### config.mk
export PLATFORM = sky130hd
export DESIGN_NAME = fsm_vedacao
export DESIGN_NICKNAME = d
export VERILOG_FILES = /design/src/rtl/fsm_vedacao.sv
export SDC_FILE = /design/constraint.sdc
export NUM_CORES = 1
export LEC_CHECK = 0
export BUFFER_PORTS_ARGS = -buffer_cell sky130_fd_sc_hd__buf_2
export CAP_MARGIN = 20
export CORE_ASPECT_RATIO = 1.5
export CORE_MARGIN = 2
export CORE_UTILIZATION = 45
export DETAILED_ROUTE_END_ITERATION = 7
export PLACE_DENSITY = 0.72
export SLEW_MARGIN = 20
export SYNTH_ARGS = -nofsm -noshare
export SYNTH_HDL_FRONTEND = slang
export SYNTH_SLANG_ARGS = --single-unit
### constraint.sdc
create_clock -name CLOCK -period 3.35 [get_ports CLOCK]
set_input_delay 0.1675 -clock CLOCK [delete_from_list [all_inputs] [get_ports CLOCK]]
set_output_delay 0.1675 -clock CLOCK [all_outputs]
set_load 0.03 [all_outputs]
### src/rtl/fsm_vedacao.sv
// Cork press stage: presses a cork into each full bottle, waits for seat confirmation, then releases it.
// Latency: motor rises one edge after start, stays on TEMPO_PRENSA cycles; release pulses one edge after SENSOR_ROLHA.
// Backpressure: holds in CONFIRMA/VEDADA until sensor/bottle removal; VEDACAO_TIMEOUT_EN adds a confirmation timeout to ERRO.
module fsm_vedacao #(
    parameter int TEMPO_PRENSA      = 50,
    parameter int CAPACIDADE_ROLHAS = 100,
    parameter int ROLHAS_W          = 7,
    parameter int CONT_W            = 16,
    parameter int TIMEOUT           = 200
) (
    input  logic                CLOCK,
    input  logic                RESET,
    input  logic                GARRAFA_CHEIA,
    input  logic                GARRAFA_PRESENTE,
    input  logic                SENSOR_ROLHA,
    input  logic                REPOSICAO,
    output logic                MOTOR_ROLHA,
    output logic                GARRAFA_VEDADA,
    output logic                LIBERA_ESTEIRA,
    output logic                ALARME_ROLHAS,
    output logic                ERRO,
    output logic [ROLHAS_W-1:0] ROLHAS_RESTANTES,
    output logic [CONT_W-1:0]   GARRAFAS_VEDADAS
);

    localparam int TIMER_W = $clog2(TEMPO_PRENSA + 1);

    typedef enum logic [2:0] {
        ST_AGUARDA   = 3'd0,
        ST_PRENSANDO = 3'd1,
        ST_CONFIRMA  = 3'd2,
        ST_VEDADA    = 3'd3,
        ST_SEM_ROLHA = 3'd4,
        ST_ERRO      = 3'd5
    } estado_t;

    estado_t             estado;
    logic [TIMER_W-1:0]  timer;

    // Parameter sanity: the magazine must fit its counter and the timings must be non-zero.
    if (TEMPO_PRENSA < 1 || TIMEOUT < 1 || CAPACIDADE_ROLHAS > (2**ROLHAS_W) - 1) begin : g_param_check
        $error("fsm_vedacao: invalid parameter set");
    end

    assign ALARME_ROLHAS = (ROLHAS_RESTANTES == '0);

`ifdef VEDACAO_TIMEOUT_EN
    localparam int CONF_W = $clog2(TIMEOUT + 1);
    logic [CONF_W-1:0] conf_cnt;
`else
    assign ERRO = 1'b0;
`endif

    always_ff @(posedge CLOCK or posedge RESET) begin
        if (RESET) begin
            estado           <= ST_AGUARDA;
            timer            <= '0;
            MOTOR_ROLHA      <= 1'b0;
            GARRAFA_VEDADA   <= 1'b0;
            LIBERA_ESTEIRA   <= 1'b0;
            ROLHAS_RESTANTES <= ROLHAS_W'(CAPACIDADE_ROLHAS);
            GARRAFAS_VEDADAS <= '0;
`ifdef VEDACAO_TIMEOUT_EN
            conf_cnt         <= '0;
            ERRO             <= 1'b0;
`endif
        end else begin
            LIBERA_ESTEIRA <= 1'b0;
            case (estado)
                ST_AGUARDA: begin
                    if (GARRAFA_CHEIA && GARRAFA_PRESENTE) begin
                        if (ROLHAS_RESTANTES == '0) begin
                            estado <= ST_SEM_ROLHA;
                        end else begin
                            estado      <= ST_PRENSANDO;
                            timer       <= '0;
                            MOTOR_ROLHA <= 1'b1;
                        end
                    end
                end
                ST_PRENSANDO: begin
                    // Bottle removal aborts before the cork is considered used.
                    if (!GARRAFA_PRESENTE) begin
                        estado      <= ST_AGUARDA;
                        timer       <= '0;
                        MOTOR_ROLHA <= 1'b0;
                    end else if (timer == TIMER_W'(TEMPO_PRENSA - 1)) begin
                        estado           <= ST_CONFIRMA;
                        timer            <= '0;
                        MOTOR_ROLHA      <= 1'b0;
                        ROLHAS_RESTANTES <= ROLHAS_RESTANTES - 1'b1;
`ifdef VEDACAO_TIMEOUT_EN
                        conf_cnt         <= '0;
`endif
                    end else begin
                        timer <= timer + 1'b1;
                    end
                end
                ST_CONFIRMA: begin
                    if (SENSOR_ROLHA) begin
                        estado         <= ST_VEDADA;
                        GARRAFA_VEDADA <= 1'b1;
                        LIBERA_ESTEIRA <= 1'b1;
                        if (GARRAFAS_VEDADAS != {CONT_W{1'b1}}) begin
                            GARRAFAS_VEDADAS <= GARRAFAS_VEDADAS + 1'b1;
                        end
                    end else if (!GARRAFA_PRESENTE) begin
                        estado <= ST_AGUARDA;
`ifdef VEDACAO_TIMEOUT_EN
                    end else if (conf_cnt == CONF_W'(TIMEOUT - 1)) begin
                        estado <= ST_ERRO;
                        ERRO   <= 1'b1;
                    end else begin
                        conf_cnt <= conf_cnt + 1'b1;
`endif
                    end
                end
                ST_VEDADA: begin
                    if (!GARRAFA_PRESENTE) begin
                        estado         <= ST_AGUARDA;
                        GARRAFA_VEDADA <= 1'b0;
                    end
                end
                ST_SEM_ROLHA: begin
                    if (REPOSICAO) begin
                        estado <= ST_AGUARDA;
                    end
                end
`ifdef VEDACAO_TIMEOUT_EN
                ST_ERRO: begin
                    if (!GARRAFA_PRESENTE) begin
                        estado <= ST_AGUARDA;
                        ERRO   <= 1'b0;
                    end
                end
`endif
                default: begin
                    estado         <= ST_AGUARDA;
                    timer          <= '0;
                    MOTOR_ROLHA    <= 1'b0;
                    GARRAFA_VEDADA <= 1'b0;
`ifdef VEDACAO_TIMEOUT_EN
                    ERRO           <= 1'b0;
`endif
                end
            endcase
            // Placed after the case so a reload overrides a same-edge decrement.
            if (REPOSICAO) begin
                ROLHAS_RESTANTES <= ROLHAS_W'(CAPACIDADE_ROLHAS);
            end
        end
    end

endmodule

# After elaboration in Yosys (flattened, before gate mapping)
# Cells that the tools add are included.
[totals] ff_bits=35 inputBits=6 output_inout_bits=28 wordCells=65
[classes] addsub=3 eq_ne=12 mux=27 n_bitwise=2 n_reduce_logical=14
[op_table] op="7-bit two-way mux" count=4
[op_table] op="6-bit two-way mux" count=4
[op_table] op="3-bit two-way mux" count=7
[op_table] op="6-bit one-hot mux with 3 select lines" count=1
[op_table] op="16-bit by 1-bit adder with 16-bit output (second input constant)" count=1
[op_table] op="16-bit inequality test (second input constant)" count=1
[op_table] op="3-bit one-hot mux with 5 select lines" count=1
[op_table] op="3-bit AND reduction" count=5
[op_table] op="2-bit inequality test (second input constant)" count=5
[op_table] op="1-bit two-way mux" count=8
[op_table] op="7-bit zero test" count=1
[op_table] op="7-bit by 1-bit subtractor with 7-bit output (second input constant)" count=1
[op_table] op="6-bit by 1-bit adder with 6-bit output (second input constant)" count=1
[op_table] op="3-bit by 2-bit equality test with 1-bit output (second input constant)" count=2
[op_table] op="6-bit equality test (second input constant)" count=1
[op_table] op="1-bit one-hot mux with 3 select lines" count=2
[op_table] op="2-bit nonzero test" count=3
[op_table] op="3-bit OR reduction" count=2
[op_table] op="4-bit AND reduction" count=1
[op_table] op="3-bit by 1-bit equality test with 1-bit output (second input constant)" count=1
[op_table] op="3-bit equality test (second input constant)" count=1
[op_table] op="3-bit zero test" count=1
[op_table] op="3-bit inequality test (second input constant)" count=1
[op_table] op="1-bit NOT" count=2
[op_table] op="1-bit logical AND" count=1

# Depth between registers and ports, before layout
# Gate-level depths: netlist (run 1).
[logic_depth] ltp_word=5 ltp_mapped=7 mapped_depth_nobuf=6

# Worst setup path before layout (run 1)
# Ideal clock, no wire load.
[synth_path] kind="register to register" start="reg ROLHAS_RESTANTES[4]" end="reg MOTOR_ROLHA" setup_time_ns=0.121 t_arrival_ns=1.765 required_ns=3.229 setup_slack_ns=1.464 stages_incl_launch_ff=5 path_buffers=0 period_less_slack_ns=1.886 path_cell_list="dfrtp_1 -> or2_2 -> nor4_4 -> o21bai_1 -> a22o_1"
[synth_via] elab_chain_cells=3
[synth_lines] element="start: declaration" line="22" text="output logic [ROLHAS_W-1:0] ROLHAS_RESTANTES,"
[synth_lines] element="start signal: assignment" line="61" text="ROLHAS_RESTANTES <= ROLHAS_W'(CAPACIDADE_ROLHAS);"
[synth_lines] element="start signal: assignment" line="91" text="ROLHAS_RESTANTES <= ROLHAS_RESTANTES - 1'b1;"
[synth_lines] element="start signal: assignment" line="149" text="ROLHAS_RESTANTES <= ROLHAS_W'(CAPACIDADE_ROLHAS);"
[synth_lines] element="7-bit zero test"
[synth_lines] element="named net ALARME_ROLHAS" line="20" text="output logic ALARME_ROLHAS,"
[synth_lines] element="2-bit inequality test (no source line)"
[synth_lines] element="4-bit AND reduction (no source line)"
[synth_lines] element="end signal: assignment" line="58" text="MOTOR_ROLHA <= 1'b0;"
[synth_lines] element="end signal: assignment" line="77" text="MOTOR_ROLHA <= 1'b1;"
[synth_lines] element="end signal: assignment" line="86" text="MOTOR_ROLHA <= 1'b0;"
[synth_lines] element="end: declaration" line="17" text="output logic MOTOR_ROLHA,"
# The timed path passes the listed nets, and every way through them passes these cells.
# A chain may end at the register's enable or synchronous reset.

# Worst setup path in the final report (run 1)
[layout_path] start="reg estado[0]" end="reg GARRAFAS_VEDADAS[14]"
[layout_via] elab_chain_cells=2
[layout_lines] element="start: declaration" line="37" text="estado_t estado;"
[layout_lines] element="start signal: assignment" line="56" text="estado <= ST_AGUARDA;"
[layout_lines] element="start signal: assignment" line="73" text="estado <= ST_SEM_ROLHA;"
[layout_lines] element="start signal: assignment" line="75" text="estado <= ST_PRENSANDO;"
[layout_lines] element="3-bit by 2-bit equality test with 1-bit output" line="69" text="case (estado)"
[layout_lines] element="3-bit AND reduction (no source line)"
[layout_lines] element="end signal: assignment" line="105" text="GARRAFAS_VEDADAS <= GARRAFAS_VEDADAS + 1'b1;"
[layout_lines] element="end: declaration" line="23" text="output logic [CONT_W-1:0] GARRAFAS_VEDADAS"
# No other way between the ends.

==> results.cfg, run 1 <==
[logic_synthesis]
synthesis.nets = 198
synth_largest_area_cell = dfrtp_1
async_reset_ff_frac = 1.00
yosys.area_share.adder = 0.0314
synthSimpleGateAreaFrac = 0.278
synth_compound_area_frac = 0.114
yosysUniqueCellTypes = 53
synthMuxAreaShare = 0.0182
yosysTopAreaCellShare = 0.402
netlist_instances = 187
synth.most_common_cell = dfrtp_1
synth-xor-area-share = 0.0748
ys_warn_count = 0
synth-seq-area-share = 0.442
synth_top_family_by_area = simple AND/OR/NAND/NOR gates
ys_ff_latch = 35
syn_area_sq_um = 1990
synth_common_cells = dfrtp_1 (32), nor2_1 (15), nand3_1 (12), xnor2_1 (11), inv_1 (10)
synth_edf_count = 0
syn_area_per_cell_sq_um = 10.6
synth-main-ff-cell = dfrtp_1
synthTopCellsByArea = dfrtp_1 (40%), nor4_4 (5.3%), xnor2_1 (4.8%), dfstp_2 (4.0%), ha_1 (3.1%)

[floorplanning]
initial_utilization = 0.469
die_area_sq_um = 4980
die_w_um = 58.3
core_area_sq_um = 4250
ios = 34
rows = 29
die_h_um = 85.5

[finish]
fin_util = 0.535
multi_input_area_sq_um = 1030
fillers = 398
antenna_cells = 0
nets = 232
fin_cells = 268
stdcell_area_sq_um = 2270
area.growth.synth_to_final_pct = 14.0
final_layout_size_suffix_gt1_frac = 0.270
regArea_sq_um = 880

[route]
routed-via-count = 1535
routed_wl_um = 3960
wire_per_inst_um = 14.8
drcViolationCount = 0
vias_per_cell = 5.73
drtPass1Iterations = 4
drtIter0Drc = 57
antenna_left = 0

[hold_path]
hold_path_end = ROLHAS_RESTANTES[0]
hold_depth = 2
hold_class = in2reg
hold_start = REPOSICAO

[grt]
gr-total-overflow = 0
gr-usage-all-layers = 0.174
antenna_found_initial = 0
grt_pass1_wl_um = 6840
grt_max_degree = 36
first_global_vias = 1533

[placed_design]
hpwlAfterDp_um = 2850
io_buffers = 32
gp_congestion = 0.799
postPlaceCellArea_sq_um = 2170
dp_worst_setup_slack_ns = 1.40
dp_cells = 259

[clock_network]
clkLatencyLatePin_ns = 0.28
cts_tree = yes
clk_pin_slew_ns = 0.07
ctsHtreeMaxLevel = 2
cts.sinks = 35
cts_root_buffer = clkbuf_8
cts_buffer_depth = 2
postCtsSetupBuffers = 0
cts_buffers = 5

[setup_path]
start_kind = register
timing.rr.start = estado[0]
startpoint = estado[0]
crit_type = reg2reg
rrSetupSlack_ns = 1.36
path_cells = nand4bb_1, nor4_4, nand4_1, xnor2_1
cp_data_required_time_ns = 3.52
cpMaxStageDelayCell = nand4bb_1
cp_max_fo = 10
critPathArrivalTime_ns = 2.17
critPathCaptureType = register
cpPeakStageDelay_ns = 0.58
reg2reg_to = GARRAFAS_VEDADAS[14]
cp_top_family = simple AND/OR/NAND/NOR gates
reg2reg_depth = 4
crit_buf_inv = 0

[timing]
tightest_slew_ns = 0.537
hold_viol_final = 0
fmax_mhz = 502
setup_ws_ns = 1.36
setup_violations = 0
fin_crit_ns = 1.99
rsz0062_at_grt = false
fin_tns_setup_ns = 0
skew_ns = 0.00537
fin_crit_sh = 0.595
slew_violations = 0
timing.slew.headroom = 0.640

[flow_run]
cap_violations = 0

[power]
powerDensity_nw_per_um2 = 414
vdd_drop_max_uv = 372
p_leak_nw = 1.11

[outcome]
status = completed
## cell type report
cell class / instances / area share
multi-input combinational: 135 / 0.455
clock buffer: 6 / 0.0320
timing repair buffer: 34 / 0.0783
sequential: 35 / 0.388
clock inverter: 2 / 0.00551
tap: 46 / 0.0254
inverter: 10 / 0.0165
## timing repair
item / in CTS / in global routing
resized for setup: 0 / 0
hold endpoints to repair: 32 / 0
hold buffers: 1 / 0
## how the worst max path moves through the flow
stage,to,cells after the start
after floorplan,MOTOR_ROLHA,4
after global placement,GARRAFAS_VEDADAS[14],4
after detailed placement,GARRAFAS_VEDADAS[14],4
after CTS,GARRAFAS_VEDADAS[14],4
after global routing,GARRAFAS_VEDADAS[14],4
final,GARRAFAS_VEDADAS[14],4
## power by group
group          leakage, nW  switching (mW)  internal (mW)  total, mW
Sequential           0.468          0.0430          0.446      0.489
Clock               0.0412           0.152          0.145      0.298
Combinational        0.596          0.0873         0.0668      0.154
## stage by stage
step           hold slack (ns)  power, mW
6_report                 0.183      0.941
5_1_grt                  0.189      0.992
4_1_cts                  0.174      0.954
3_5_place_dp             0.297      0.651
3_3_place_gp             0.291      0.646
2_1_floorplan            0.320      0.625
## sequential cells by signal, indices dropped and copies added, names as in the netlist
name and count:
GARRAFA_VEDADA 1, LIBERA_ESTEIRA 1, timer 6, ROLHAS_RESTANTES 7, MOTOR_ROLHA 1, estado 3
GARRAFAS_VEDADAS 16
## cell families (layout without fill, tap and decap cells)
kind of cell    after synthesis  after routing
simple gates                 77             77
buf+inv                      17             52
fa+ha+maj                     5              5
other cells                   1              1
flops                        35             35
compound gates               32             32
mux                           3              3
xor+xnor                     17             17
## cell usage in the layout, fill, tap and decap left out, types with 6 or more instances in the layout
| cell type | netlist | layout |
|---|---|---|
| nand2_1 | 6 | 6 |
| xnor2_1 | 11 | 11 |
| inv_1 | 10 | 10 |
| dfrtp_1 | 32 | 32 |
| buf_2 | 3 | 32 |
| nor3_1 | 6 | 6 |
| nand3_1 | 12 | 12 |
| xor2_1 | 6 | 6 |
| nor2_1 | 15 | 15 |
| nand4_1 | 7 | 7 |
## metal layers
metal	up-vias	wire, um	global-route usage	share of wire
li1	741	-	-	-
met3	2	163	0.0366	0.041
met1	753	1620	0.193	0.41
met4	0	19	0.0486	0.0048
met5	-	0	0	0
met2	39	2150	0.324	0.54
Power figures use the tool's default switching activity.
==> run 2, diff against run 1 <==
==> constraint.sdc (replaced) <==
create_clock -name CLOCK -period 1.9 [get_ports CLOCK]
set_input_delay 0.095 -clock CLOCK [delete_from_list [all_inputs] [get_ports CLOCK]]
set_output_delay 0.095 -clock CLOCK [all_outputs]
set_load 0.03 [all_outputs]
==> results.cfg, run 2 (synthesis results as in run 1) <==
[power]
p_seq_frac = 0.498
vdd_drop_max_uv = 564
switching_share = 0.288
p_sw_mw = 0.490
p_comb_frac = 0.184
p_leak_nw = 1.14
powerDensity_nw_per_um2 = 732
intPower_mw = 1.21
clock_power_share = 0.318

[finish]
reg_top3 = GARRAFAS_VEDADAS x16, ROLHAS_RESTANTES x7, timer x6
regMostFlops = GARRAFAS_VEDADAS
fillers = 395
regArea_sq_um = 880
multi_input_area_sq_um = 1030
nets = 239
area.growth.synth_to_final_pct = 16.8
antenna_cells = 0
final_layout_size_suffix_gt1_frac = 0.294
final_cell_mix = dfrtp_1 (32), buf_2 (32), nor2_1 (15)
largest_reg_flops = 16

[setup_path]
cp_data_required_time_ns = 1.80
path_depth = 3
cpPeakStageDelay_ns = 0.43
reg2reg_depth = 6
crit_buf_inv = 1
critPathCaptureType = primary output
cp_max_fo = 5
critPathArrivalTime_ns = 1.67
start_kind = register
crit_type = reg2out
cp_top_family = simple AND/OR/NAND/NOR gates
cpMaxStageDelayCell = dfrtp_1
path_cells = or2_2, nor4_4, buf_2

[clock_network]
cts_buffer_depth = 2
ctsHtreeMaxLevel = 2
postCtsSetupBuffers = 0
cts.sinks = 35
cts_root_buffer = clkbuf_8
clkLatencyLatePin_ns = 0.28
cts-resized-gates = 0
cts_buffers = 5
clk_pin_slew_ns = 0.07
cts_tree = yes

[floorplanning]
die_h_um = 85.5
die_w_um = 58.3
core_area_sq_um = 4250
initial_utilization = 0.469
ios = 34
die_area_sq_um = 4980
rows = 29

[placed_design]
io_buffers = 32
hpwlAfterDp_um = 3030
gp_congestion = 0.793

[grt]
antenna_found_initial = 0
grt_max_degree = 36
first_global_vias = 1509
grt_pass1_wl_um = 7020
gr-usage-all-layers = 0.180
gr-total-overflow = 0

[route]
wire_per_inst_um = 14.9
routed-via-count = 1539
drtIter0Drc = 58
drcViolationCount = 0
vias_per_cell = 5.62
antenna_left = 0
drtPass1Iterations = 5
routed_wl_um = 4090

[hold_path]
hold_class = in2reg
hold_depth = 2

[timing]
holdWs_ns = 0.106
hold_viol_final = 0
fin_tns_setup_ns = 0
fin_crit_ns = 1.76
slew_violations = 0
fin_crit_sh = 0.929
setup_violations = 0
rsz0062_at_grt = false
skew_ns = 0.00529
fmax_mhz = 567

[outcome]
status = completed

[flow_run]
cap_violations = 0
==> run 2: cell count changes in the layout (fill, tap and decap cells not counted), sizes merged <==
cell      before  now
clkinvlp       1    0
buf           33   40
==> run 2: repair_timing <==
action	4_1_cts	5_1_grt
hold endpoints to repair	32	0
hold buffers	1	0
setup endpoints to repair	0	0
==> run 2: path summary, 6_finish.rpt <==
kind                                     start                   to  slack, ns
max                        ROLHAS_RESTANTES[4]        ALARME_ROLHAS       0.14
min                                  REPOSICAO  ROLHAS_RESTANTES[4]       0.11
max reg2reg                ROLHAS_RESTANTES[0]  ROLHAS_RESTANTES[6]       0.18
min reg2reg                        MOTOR_ROLHA          MOTOR_ROLHA       0.52
max in group asynchronous                RESET  ROLHAS_RESTANTES[5]       1.11
min in group asynchronous                RESET  ROLHAS_RESTANTES[0]       0.45
==> run 2: stage by stage <==
| stage | setup slack (ns) | cells | utilization | area [sq um] | total power [mW] |
|---|---|---|---|---|---|
| after detailed placement | 0.205 | 266 | 0.525 | 2230 | 1.18 |
| after CTS | 0.122 | 274 | 0.548 | 2320 | 1.73 |
| after global routing | 0.00553 | 274 | 0.548 | 2320 | 1.80 |
| final | 0.135 | 274 | 0.548 | 2320 | 1.70 |
| after global placement | 0.237 | 266 | 0.525 | 2230 | 1.17 |
| after floorplan | 0.0142 | 187 | - | 1990 | 1.10 |
==> run 2: power groups by stage <==
| stage | Combinational (mW) | Sequential [mW] | Clock, mW |
|---|---|---|---|
| detailed placement | 0.317 | 0.863 | 0 |
| global route | 0.348 | 0.853 | 0.602 |
| CTS | 0.320 | 0.849 | 0.562 |
| finish | 0.313 | 0.848 | 0.540 |
| floorplan | 0.255 | 0.847 | 0 |
| global placement | 0.308 | 0.862 | 0 |
==> run 2: layout make-up <==
class                      count  area share
clock buffer                   6      0.0355
clock inverter                 1     0.00215
inverter                      10      0.0161
multi-input combinational    135       0.444
sequential                    35       0.378
tap                           46      0.0248
timing repair buffer          41      0.0990
==> run 2: metal layers <==
metal / part of all wire / vias to the layer above / GRT usage
met5: 0 / - / 0
met4: 0.017 / 0 / 0.0634
met3: 0.039 / 7 / 0.0366
met2: 0.55 / 34 / 0.322
met1: 0.40 / 745 / 0.205
li1: - / 753 / -
